## config.mk

```make
export PLATFORM = sky130hd
export DESIGN_NAME = raster_cmd_queue
export DESIGN_NICKNAME = d
export VERILOG_FILES = /design/src/rtl/raster_cmd_queue_pkg.sv /design/src/rtl/raster_cmd_queue_sync_fifo.sv /design/src/rtl/raster_cmd_queue.sv
export SDC_FILE = /design/constraint.sdc
export NUM_CORES = 1
export LEC_CHECK = 0
export ABC_AREA = 1
export BUFFER_PORTS_ARGS = -buffer_cell sky130_fd_sc_hd__buf_4
export CAP_MARGIN = 10
export CORE_MARGIN = 10
export CORE_UTILIZATION = 45
export CTS_BUF_LIST = sky130_fd_sc_hd__clkbuf_8
export DETAILED_ROUTE_END_ITERATION = 8
export PLACE_DENSITY = 0.65
export REMOVE_ABC_BUFFERS = 1
export SYNTH_ARGS = -nofsm -noshare
export SYNTH_HDL_FRONTEND = slang
export SYNTH_SLANG_ARGS = --single-unit
```

## constraint.sdc

```tcl
create_clock -name clk -period 4.3 [get_ports clk]
set_input_delay 0.215 -clock clk [delete_from_list [all_inputs] [get_ports clk]]
set_output_delay 0.215 -clock clk [all_outputs]
set_load 0.1 [all_outputs]
```

## src/rtl/raster_cmd_queue_pkg.sv

```systemverilog
`default_nettype none
// ============================================================================
// Module      : raster_cmd_queue_pkg
// Description : Shared types for the rasterizer command queue.
// Revision    : 1.0
// ============================================================================
package raster_cmd_queue_pkg;

    typedef enum logic [2:0] {
        RASTER_CMD_NOP   = 3'd0,
        RASTER_CMD_POINT = 3'd1,
        RASTER_CMD_LINE  = 3'd2,
        RASTER_CMD_RECT  = 3'd3,
        RASTER_CMD_FILL  = 3'd4
    } raster_command_t;

    typedef struct packed {
        raster_command_t command;
        logic [7:0]      x0;
        logic [7:0]      y0;
        logic [7:0]      x1;
        logic [7:0]      y1;
        logic [2:0]      colour;
    } raster_queue_entry_t;

    localparam int RASTER_QUEUE_DEPTH = 8;
    localparam int RASTER_ENTRY_W     = $bits(raster_queue_entry_t);

endpackage
`default_nettype wire

```

## src/rtl/raster_cmd_queue_sync_fifo.sv

```systemverilog
`default_nettype none
// ============================================================================
// Module      : sync_fifo
// Description : Single-clock show-ahead FIFO; push when full / pop when empty
//               are ignored.
// Revision    : 1.0
// ============================================================================
module sync_fifo #(
    parameter int WIDTH = 8,
    parameter int DEPTH = 8,
    parameter int CNT_W = $clog2(DEPTH) + 1
) (
    input  logic             clk,
    input  logic             rst,
    input  logic             push,
    input  logic             pop,
    input  logic [WIDTH-1:0] wdata,
    output logic [WIDTH-1:0] rdata,
    output logic [CNT_W-1:0] count,
    output logic             full,
    output logic             empty
);

    localparam int               PTR_W  = $clog2(DEPTH);
    localparam logic [CNT_W-1:0] c_FULL = CNT_W'(DEPTH);

    logic [WIDTH-1:0] r_mem [DEPTH];
    logic [PTR_W-1:0] r_wr_ptr;
    logic [PTR_W-1:0] r_rd_ptr;
    logic [CNT_W-1:0] r_count;
    logic             w_do_push;
    logic             w_do_pop;

    assign full      = (r_count == c_FULL);
    assign empty     = (r_count == '0);
    assign w_do_push = push && !full;
    assign w_do_pop  = pop && !empty;
    assign rdata     = r_mem[r_rd_ptr];
    assign count     = r_count;

    // Storage needs no reset; only pointers and occupancy define validity.
    always_ff @(posedge clk) begin
        if (w_do_push) begin
            r_mem[r_wr_ptr] <= wdata;
        end
    end

    always_ff @(posedge clk or posedge rst) begin
        if (rst) begin
            r_wr_ptr <= '0;
            r_rd_ptr <= '0;
            r_count  <= '0;
        end else begin
            if (w_do_push) begin
                r_wr_ptr <= r_wr_ptr + PTR_W'(1);
            end
            if (w_do_pop) begin
                r_rd_ptr <= r_rd_ptr + PTR_W'(1);
            end
            case ({w_do_push, w_do_pop})
                2'b10:   r_count <= r_count + CNT_W'(1);
                2'b01:   r_count <= r_count - CNT_W'(1);
                default: r_count <= r_count;
            endcase
        end
    end

endmodule
`default_nettype wire

```

## src/rtl/raster_cmd_queue.sv

```systemverilog
`default_nettype none
// ============================================================================
// Module      : raster_cmd_queue
// Description : Buffers CPU draw commands and issues them one at a time to the
//               rasterizer with a one-cycle request and a held payload.
// Revision    : 1.0
// ============================================================================
module raster_cmd_queue
    import raster_cmd_queue_pkg::*;
#(
    parameter int DEPTH = RASTER_QUEUE_DEPTH,
    parameter int CNT_W = $clog2(DEPTH) + 1
) (
    input  logic             clk,
    input  logic             rst_async,
    input  logic             cmd_valid,
    output logic             cmd_ready,
    input  raster_command_t  cmd_command,
    input  logic [7:0]       cmd_x0,
    input  logic [7:0]       cmd_y0,
    input  logic [7:0]       cmd_x1,
    input  logic [7:0]       cmd_y1,
    input  logic [2:0]       cmd_colour,
    output logic [CNT_W-1:0] count,
    output logic             idle,
    output raster_command_t  rast_command,
    output logic [7:0]       rast_x0,
    output logic [7:0]       rast_y0,
    output logic [7:0]       rast_x1,
    output logic [7:0]       rast_y1,
    output logic [2:0]       rast_colour,
    output logic             rast_execute_request,
    input  logic             rast_busy
);

    localparam logic [1:0] S_IDLE = 2'd0;
    localparam logic [1:0] S_REQ  = 2'd1;
    localparam logic [1:0] S_WAIT = 2'd2;

    localparam raster_queue_entry_t c_PAYLOAD_RST = '{
        command: RASTER_CMD_NOP, x0: 8'd0, y0: 8'd0, x1: 8'd0, y1: 8'd0, colour: 3'd0
    };

    logic [1:0]          r_state;
    logic [1:0]          w_state_next;
    logic                w_pop;
    logic                w_push;
    logic                w_full;
    logic                w_empty;
    logic [CNT_W-1:0]    w_count;
    raster_queue_entry_t w_wdata;
    raster_queue_entry_t w_head;
    raster_queue_entry_t r_payload;

    assign cmd_ready = !w_full;
    assign w_push    = cmd_valid && cmd_ready;
    assign count     = w_count;
    assign w_wdata   = '{
        command: cmd_command, x0: cmd_x0, y0: cmd_y0, x1: cmd_x1, y1: cmd_y1, colour: cmd_colour
    };

    sync_fifo #(
        .WIDTH (RASTER_ENTRY_W),
        .DEPTH (DEPTH),
        .CNT_W (CNT_W)
    ) u_fifo (
        .clk   (clk),
        .rst   (rst_async),
        .push  (w_push),
        .pop   (w_pop),
        .wdata (w_wdata),
        .rdata (w_head),
        .count (w_count),
        .full  (w_full),
        .empty (w_empty)
    );

    always_ff @(posedge clk or posedge rst_async) begin
        if (rst_async) begin
            r_state <= S_IDLE;
        end else begin
            r_state <= w_state_next;
        end
    end

    // The pop coincides with entry into S_REQ, so the head is consumed exactly once per issue.
    always_comb begin
        w_state_next = r_state;
        w_pop        = 1'b0;
        case (r_state)
            S_IDLE: begin
                if (!w_empty && !rast_busy) begin
                    w_state_next = S_REQ;
                    w_pop        = 1'b1;
                end
            end
            S_REQ: begin
                w_state_next = S_WAIT;
            end
            S_WAIT: begin
                if (!rast_busy) begin
                    if (!w_empty) begin
                        w_state_next = S_REQ;
                        w_pop        = 1'b1;
                    end else begin
                        w_state_next = S_IDLE;
                    end
                end
            end
            default: begin
                w_state_next = S_IDLE;
            end
        endcase
    end

    always_comb begin
        rast_execute_request = (r_state == S_REQ);
        idle                 = w_empty && (r_state == S_IDLE) && !rast_busy;
    end

    // Payload stays put for the whole operation; the rasterizer reads some fields unlatched.
    always_ff @(posedge clk or posedge rst_async) begin
        if (rst_async) begin
            r_payload <= c_PAYLOAD_RST;
        end else if (w_pop) begin
            r_payload <= w_head;
        end
    end

    assign rast_command = r_payload.command;
    assign rast_x0      = r_payload.x0;
    assign rast_y0      = r_payload.y0;
    assign rast_x1      = r_payload.x1;
    assign rast_y1      = r_payload.y1;
    assign rast_colour  = r_payload.colour;

endmodule
`default_nettype wire

```

==> results_dict.tcl, run 1 <==
set metrics [dict create \
    status "finished, final reports clean" \
    fin_setup_tns_ns 0 \
    fill_cells 2821 \
    start_util 0.458 \
    cp.required_ns 4.56 \
    critPathKind "reg -> reg" \
    worst_skew_pair.late_latency_ns 0.60 \
    r2r_slack_ns 1.63 \
    vias 9918 \
    finClkSkew_ns 0.0201 \
    setup_ws_ns 1.63 \
    cts_resized 0 \
    grt_first_pass_wirelength_microns 54300 \
    peakVddDrop_uv 453 \
    hold_buffers 41 \
    critPathLaunch "u_fifo.count[2]$_DFFE_PP0P_" \
    drive_above_1_share 0.135 \
    seq_area_sq_um 10400 \
    synth_commonest_cells "nand2_1, edfxtp_1, inv_1" \
    period_needed_ns 2.67 \
    grt_setup_unrepaired "no" \
    synth-main-ff-cell "edfxtp_1" \
    vias_per_cell 4.86 \
    synth-seq-area-share 0.695 \
    die_area_sq_um 40900 \
    synth.largest_area_cell "edfxtp_1" \
    hold_viol 0 \
    synthCells 1414 \
    overflow 0 \
    cts_root_buf "clkbuf_8" \
    synth_most_common_cell "nand2_1" \
    placed_area_sq_um 16000 \
    antenna_found_initial 1 \
    yosysUniqueCellTypes 27 \
    tritoncts "built" \
    worst_hold_path_type "in -> reg" \
    fin_area_sq_um 17600 \
    num_antenna_cells 0 \
    rows 66 \
    arrival_ns 2.93 \
    grt_max_degree 82 \
    drtPass1Iterations 5 \
    post-place-ws_ns 1.61 \
    numCtsBuffers 56 \
    path_clk_slew_ns 0.06 \
    syn-mean-instance-area_sq_um 10.6 \
    grt_pass1_vias 10200 \
    dpl.hpwl_microns 18700 \
    area_growth_syn_to_layout_pct 17.9 \
    synth_top_cell_area_share 0.611 \
    gp_congestion 0.742 \
    synthArstFlopShare 0.141 \
    slew_viol_final 0 \
    p_per_area_nw_per_um2 726 \
    htreeDepth 2 \
    final_antenna_net_count 0 \
    cp_max_fo 24 \
    clockBufferDepth 3 \
    r2r-start "u_fifo.count[2]$_DFFE_PP0P_" \
    maxCapViolations 0 \
    endpoint_kind "register" \
    multi_input_area_sq_um 3300 \
    synth_edf_count 304 \
    wl_per_cell_microns 16.5 \
    routed_wl_microns 33700 \
    die_w_microns 202 \
    p_leak_nw 7.82 \
    io_pins 87 \
    utilization 0.540 \
    clock-sinks 354 \
    drtIter0Drc 679 \
    synth_warnings 0 \
    stdcell_count 2040 \
    coreArea_sq_um 32600 \
    drc 0 \
    fmax_mhz 375 \
    setup_viol 0 \
    synth_area_leaders "edfxtp_1, nand2_1, dfrtp_1, nand3_1, inv_1" \
    post-cts-setup-buffers 0 \
    netlist_area_sq_um 14900 \
    grt_use_total 0.165 \
    portBuffers 86 \
    cp-start-kind "register" \
    fin_crit_sh 0.620 \
    min_from "cmd_x1[5]" \
    post-place-cells 1893 \
    tightest_slew_ns 1.11 \
    slew-limit-headroom 0.257 \
    ys_seq_elements 354 \
    nets 1598 \
    die_h_microns 202 \
]
-- flip-flops by register name (all words and copies together), names as in the netlist --
name             cells
rast_command         3
rast_colour          3
u_fifo.count         4
u_fifo.r_rd_ptr      3
rast_y0              8
u_fifo.r_wr_ptr      3
r_state              2
u_fifo.r_mem       304
rast_x0              8
rast_y1              8
rast_x1              8
-- layout by cell type, fill, tap and decap left out, drive strengths merged --
cell and count:
nand3 236, or2 2, fa 1, nor3 1, xnor2 1, dlygate4sd3 41
nor2 11, clkinv 22, dfrtp 50, inv 254, o21ai 5, clkbuf 68
a31oi 2, buf 103, ha 5, xor2 2, bufinv 4, clkinvlp 1
nand2 485, edfxtp 304
-- kinds of logic after synthesis --
kind of cell,synth area share
buffers and inverters,0.0879
xor gates and xnor gates,0.00176
AOI/OAI and AO/OA,0.00352
adders and majority gates,0.00553
DFF,0.695
and+or+nand+nor,0.206
-- through the flow --
step | hold slack [ns] | total power (W)
after detailed placement | 0.458 | 0.00985
after CTS | 0.365 | 0.0129
after global routing | 0.377 | 0.0136
after floorplan | 0.314 | 0.00838
after global placement | 0.455 | 0.00973
final | 0.399 | 0.0128
-- final timing paths --
path	cells after the start	end
max reg2reg	6	u_fifo.r_mem[6][5]$_DFFE_PP_
min reg2reg	2	rast_x1[1]$_DFFE_PP0N_
min	2	u_fifo.r_mem[6][16]$_DFFE_PP_
max	6	u_fifo.r_mem[6][5]$_DFFE_PP_
max in group asynchronous	4	u_fifo.r_rd_ptr[1]$_DFFE_PP0P_
min in group asynchronous	4	r_state[1]$_DFFE_PP0P_
-- critical path, stage by stage (launching register included) --
cell     delay (ns)
dfrtp_1        0.39
inv_1          0.13
nand3_2        0.10
nand2_1        0.12
or2_1          0.38
nor2_4         0.77
buf_4          0.42
-- cell type report --
type                    instances  share of cell area
repair buffers                144              0.0700
flip-flops and latches        354               0.590
clock inverters                38              0.0161
multi-input cells             751               0.188
well taps                     442              0.0314
inverters                     243              0.0519
clock buffers                  68              0.0531
-- per-layer routing --
| metal | vias up | global-route usage | wire [microns] |
|---|---|---|---|
| met4 | 2 | 0.0573 | 698 |
| met1 | 4724 | 0.207 | 14400 |
| li1 | 4833 | - | - |
| met5 | - | 0 | 13 |
| met3 | 69 | 0.0277 | 1840 |
| met2 | 290 | 0.284 | 16700 |
-- where the power goes --
group,leakage [nW],internal [W],switching (W)
clock,0.680,0.00169,0.00133
combinational,3.77,0.00121,0.00379
sequential,3.37,0.00441,0.000354
total,7.82,0.00730,0.00548
Power figures use the tool's default switching activity.
==> inputs of run 2 (changes only) <==
PLACE_DENSITY = 0.67   (was 0.65)
clock period = 2.39 ns   (was 4.3 ns; I/O delays follow)
==> run 2 against run 1 <==
Net effect:
- global-route usage down 0.60 points
- clock skew is 0.0041 ns lower
- clock power rose by 72%
- sequential share of layout area decreased by 0.38 points
- final cell count rose by 0.54%
- largest power group unchanged
==> results_dict.tcl, run 2 (synthesis gave the netlist of run 1 again) <==
set metrics [dict create \
    largest_reg_flops 304 \
    cp_max_fo 5 \
    top_register "u_fifo.r_mem" \
    critPathKind "reg -> reg" \
    worst_hold_path_type "in -> async" \
    period_needed_ns 2.08 \
    htreeDepth 2 \
    setup_ws_ns 0.311 \
    vias 9902 \
    grt_first_pass_wirelength_microns 52600 \
    arrival_ns 2.60 \
    clock-sinks 354 \
    gp_congestion 0.774 \
    crit_chain "nor2_4, nand3_2, nand2_1, ha_1, ha_1, or2_2, nand2_1, nand3_1, nand2_1, nand2_1, nand2_1" \
    die_w_microns 202 \
    numCtsBuffers 57 \
    start_util 0.458 \
    grt_use_total 0.159 \
    drtIter0Drc 686 \
    r2r-start "u_fifo.count[0]$_DFFE_PP0P_" \
    setup_viol 0 \
    drc 0 \
    fin_area_sq_um 17700 \
    critPathLaunch "u_fifo.count[0]$_DFFE_PP0P_" \
    io_pins 87 \
    hold_viol 0 \
    cp-start-kind "register" \
    mostFrequentLayoutCell "nand2_1" \
    portBuffers 86 \
    fmax_mhz 481 \
    overflow 0 \
    status "finished, final reports clean" \
    routed_wl_microns 32800 \
    die_h_microns 202 \
    path_clk_slew_ns 0.06 \
    final_antenna_net_count 0 \
    crit_slowest_cell "dfrtp_1" \
    fin_crit_sh 0.870 \
    max_stage_delay_ns 0.46 \
    grt_pass1_vias 9941 \
    crit_family "simple AND/OR/NAND/NOR gates" \
    post-place-ws_ns 0.330 \
    peakVddDrop_uv 818 \
    post-cts-setup-buffers 0 \
    drive_above_1_share 0.131 \
    cp.buffers_inverters 0 \
    final_cell_mix "nand2_1, edfxtp_1, inv_1" \
    tightest_slew_ns 1.00 \
    grt_setup_unrepaired "no" \
    cts_root_buf "clkbuf_8" \
    fill_cells 2761 \
    slew-limit-headroom 0.331 \
    stdcell_count 2051 \
    placed_area_sq_um 16200 \
    cp.required_ns 2.91 \
    area_growth_syn_to_layout_pct 18.7 \
    clockBufferDepth 3 \
    vias_per_cell 4.83 \
    nets 1609 \
    antenna_found_initial 2 \
    worst_skew_pair.late_latency_ns 0.59 \
    grt_max_degree 154 \
    wl_per_cell_microns 16.0 \
    drtPass1Iterations 6 \
    cts_resized 0 \
    post-place-cells 1903 \
    die_area_sq_um 40900 \
    p_per_area_nw_per_um2 1290 \
    p_leak_nw 7.88 \
    finClkSkew_ns 0.0160 \
    dpl.hpwl_microns 18300 \
    rows 66 \
    maxCapViolations 0 \
    endpoint_kind "register" \
    hold_buffers 41 \
    coreArea_sq_um 32600 \
    crit_top_cell "nand2_1" \
    tritoncts "built" \
    slew_viol_final 0 \
]
-- run 2: cell count changes in the layout (fill, tap and decap cells not counted) --
cell	delta
inv_8	-1
diode_2	+2
inv_6	-1
clkinv_1	+7
inv_1	+7
clkinv_2	-8
buf_4	+2
clkbuf_8	-4
inv_2	-1
buf_12	+8
-- run 2: final timing paths --
path | endpoint | slack, ns | depth (start not counted)
setup / recovery | u_fifo.count[3]$_DFFE_PP0P_ | 0.31 | 11
max in group asynchronous | u_fifo.r_rd_ptr[0]$_DFFE_PP0P_ | 1.59 | 4
setup reg to reg | u_fifo.count[3]$_DFFE_PP0P_ | 0.31 | 11
hold / removal | rast_x1[6]$_DFFE_PP0N_ | 0.16 | 3
min in group clk | u_fifo.r_mem[2][30]$_DFFE_PP_ | 0.32 | 2
hold reg to reg | rast_x0[5]$_DFFE_PP0N_ | 0.48 | 2
-- run 2: routing by layer --
layer,vias up,track usage,routed length [microns]
li1,4856,-,-
met1,4746,0.191,13900
met2,234,0.278,16700
met3,66,0.0304,1480
met4,0,0.0594,823
met5,-,0,0
-- run 2: worst register-to-register path: cells and delay by family, from the launching register on --
kind,cells,cell delay (ns)
flops,1,0.46
simple gates,9,1.06
fa+ha+maj,2,0.52
-- run 2: final cells by class --
cell class,count,area [sq um],area share
Sequential cell,354,10400,0.586
Clock inverter,41,272,0.0153
Inverter,243,916,0.0517
Tap cell,442,553,0.0312
Antenna cell,2,5.00,0.000282
Clock buffer,64,881,0.0497
Multi-Input combinational cell,751,3300,0.186
Timing Repair Buffer,154,1410,0.0795
-- run 2: power by group --
group          internal [W]  total [W]  switching [W]  leakage [nW]
Combinational       0.00237    0.00938        0.00701          3.86
Sequential          0.00793    0.00835       0.000422          3.37
Clock               0.00288    0.00520        0.00233         0.654
Total                0.0132     0.0229        0.00976          7.88
-- run 2: metrics by stage --
stage	setup TNS (ns)	hold WS (ns)	utilization	power, W
after floorplan	-640.55	0.218	-	0.0151
after global placement	0	0.249	0.495	0.0177
after detailed placement	0	0.251	0.495	0.0179
after CTS	0	0.175	0.543	0.0231
after global routing	0	0.209	0.543	0.0243
final	0	0.164	0.543	0.0229
==> inputs of run 3 (changes only) <==
--- a/config.mk
+++ b/config.mk
@@ -11,5 +11,5 @@
 export CORE_MARGIN = 10
 export CORE_UTILIZATION = 45
-export CTS_BUF_LIST = sky130_fd_sc_hd__clkbuf_8
+export CTS_BUF_LIST = sky130_fd_sc_hd__clkbuf_4
 export DETAILED_ROUTE_END_ITERATION = 8
 export PLACE_DENSITY = 0.67
@@ -18,2 +18,3 @@
 export SYNTH_HDL_FRONTEND = slang
 export SYNTH_SLANG_ARGS = --single-unit
+export TNS_END_PERCENT = 20
==> constraint.sdc (replaced) <==
create_clock -name clk -period 2.39 [get_ports clk]
set_input_delay 0.3585 -clock clk [delete_from_list [all_inputs] [get_ports clk]]
set_output_delay 0.3585 -clock clk [all_outputs]
set_load 0.1 [all_outputs]
==> run 3 against run 2 <==
Net effect:
- combinational power decreased by 2%
- non-clock buffer count up 4
- setup slack worse by 0.19 ns
- sequential power increased by 2.5%
- first-iteration DRC count down 2.0%
- worst hold slack better by 0.076 ns
- core utilization rose by 0.32 points
- largest power group unchanged
- highest routed layer unchanged
==> results_dict.tcl, run 3 (synthesis gave the netlist of run 1 again) <==
set metrics [dict create \
    r2r_slack_ns 0.24 \
    finClkSkew_ns 0.0489 \
    grt_use_total 0.162 \
    overflow 0 \
    cp.required_ns 2.03 \
    slew_viol_final 0 \
    p_int_w 0.0131 \
    cp-start-kind "register" \
    final_antenna_net_count 0 \
    routed_wl_microns 33000 \
    rows 66 \
    setup_viol 0 \
    clock_power_share 0.225 \
    io_pins 87 \
    worst_hold_path_type "in -> async" \
    power.switching_w 0.00984 \
    portBuffers 86 \
    whs_ns 0.241 \
    wl_per_cell_microns 15.6 \
    cp_max_fo 4 \
    drive_above_1_share 0.168 \
    grt_max_degree 85 \
    final_cell_mix "nand2_1, edfxtp_1, inv_1" \
    status "finished, final reports clean" \
    p_total_w 0.0229 \
    tritoncts "built" \
    fmax_mhz 441 \
    htreeDepth 3 \
    die_w_microns 202 \
    arrival_ns 1.91 \
    top_layer "met4" \
    antenna_found_initial 2 \
    die_area_sq_um 40900 \
    dpl.hpwl_microns 18700 \
    hold_viol 0 \
    r2r-start "u_fifo.count[1]$_DFFE_PP0P_" \
    crit_slowest_cell "dfrtp_1" \
    dr_wl_met3_microns 1670 \
    drc 0 \
    period_needed_ns 2.27 \
    grt_first_pass_wirelength_microns 53600 \
    drtPass1Iterations 5 \
    maxCapViolations 0 \
    wl_met1_microns 13800 \
    fin_crit_sh 0.949 \
    numCtsBuffers 90 \
    largest_reg_flops 304 \
    endpoint_kind "output port" \
    peakVddDrop_uv 890 \
    area_growth_syn_to_layout_pct 19.4 \
    gp_congestion 0.779 \
    p_sw_frac 0.429 \
    die_h_microns 202 \
    path_clk_slew_ns 0.07 \
    p_per_area_nw_per_um2 1290 \
    slew-limit-headroom 0.581 \
    fill_cells 2803 \
    max_stage_delay_ns 0.42 \
    drtIter0Drc 672 \
    r2r-end "u_fifo.count[3]$_DFFE_PP0P_" \
    seqPwrFrac 0.373 \
    wl_met2_microns 17100 \
    worst_skew_pair.late_latency_ns 0.71 \
    mostFrequentLayoutCell "nand2_1" \
    rr_worst_depth 12 \
    vias 10100 \
    clockBufferDepth 3 \
    coreArea_sq_um 32600 \
    pwr-share-comb 0.402 \
    cts_root_buf "clkbuf_4" \
    grt_pass1_vias 10300 \
    critPathKind "reg -> out" \
    clock-sinks 354 \
    tightest_slew_ns 0.628 \
    crit_chain "inv_1, nand3_2, nor3_1, clkbuf_8" \
    p_leak_nw 7.95 \
    start_util 0.458 \
    top_register "u_fifo.r_mem" \
    vias_per_cell 4.75 \
    nets 1646 \
    fin_setup_tns_ns 0 \
]
[run 3: cell types whose count changed in the layout (fill, tap and decap cells not counted)]
cell | previous run | this run
bufinv_16 | 4 | 2
clkinv_1 | 13 | 26
clkbuf_4 | 0 | 131
inv_1 | 254 | 237
clkinvlp_4 | 1 | 2
clkinv_4 | 0 | 1
buf_4 | 101 | 102
clkinv_2 | 8 | 6
inv_6 | 0 | 1
buf_12 | 12 | 14
clkbuf_8 | 64 | 1
[run 3: repair_timing]
| action | CTS | global route |
|---|---|---|
| hold buffers | 41 | 0 |
| buffers inserted | 0 | 2 |
| gates resized for setup | 0 | 2 |
| setup endpoints to repair | 0 | 1 |
| endpoints found under the hold margin | 324 | 0 |
[run 3: cell type report]
class | instances | area (sq um) | area share
sequential | 354 | 10400 | 0.583
multi-input combinational | 751 | 3300 | 0.185
timing repair buffer | 158 | 1470 | 0.0824
clock buffer | 131 | 983 | 0.0552
inverter | 243 | 916 | 0.0514
tap | 442 | 553 | 0.0310
clock inverter | 36 | 211 | 0.0119
antenna | 2 | 5.00 | 0.000281
[run 3: through the flow]
stage,instance area (sq um),utilization,worst slack [ns],std cells
global route,17800,0.547,-0.0273,2117
detailed placement,16200,0.497,0.307,1905
CTS,17800,0.546,0.0220,2113
finish,17800,0.547,0.122,2117
global placement,16200,0.497,0.375,1905
floorplan,14500,-,-2.05,1348
[run 3: worst max-delay path: cells and delay by family, from the launching register on]
| family | cells | cell delay (ns) |
|---|---|---|
| buf+inv | 2 | 0.48 |
| flops | 1 | 0.42 |
| simple gates | 2 | 0.32 |
[run 3: metal layers]
metal / GRT usage / vias up
li1: - / 4990
met1: 0.193 / 4771
met2: 0.284 / 250
met3: 0.0355 / 42
met4: 0.0552 / 0
met5: 0 / -
[run 3: how the worst max path moves through the flow]
| stage | start | to | slack [ns] | cells past startpoint |
|---|---|---|---|---|
| CTS | u_fifo.count[0]$_DFFE_PP0P_ | idle | 0.02 | 4 |
| global route | u_fifo.count[2]$_DFFE_PP0P_ | idle | -0.03 | 4 |
| floorplan | u_fifo.r_rd_ptr[0]$_DFFE_PP0P_ | rast_colour[0]$_DFFE_PP0N_ | -2.05 | 7 |
| finish | u_fifo.count[2]$_DFFE_PP0P_ | idle | 0.12 | 4 |
| global placement | u_fifo.count[0]$_DFFE_PP0P_ | u_fifo.count[3]$_DFFE_PP0P_ | 0.37 | 11 |
| detailed placement | u_fifo.count[0]$_DFFE_PP0P_ | u_fifo.count[3]$_DFFE_PP0P_ | 0.31 | 10 |
[run 3: power groups by stage]
stage               logic, W  clock network [W]  registers [W]
floorplan            0.00372                  0         0.0114
global placement     0.00912                  0        0.00864
detailed placement   0.00925                  0        0.00868
CTS                  0.00934            0.00531        0.00856
global route          0.0101            0.00565        0.00866
finish               0.00923            0.00515        0.00856
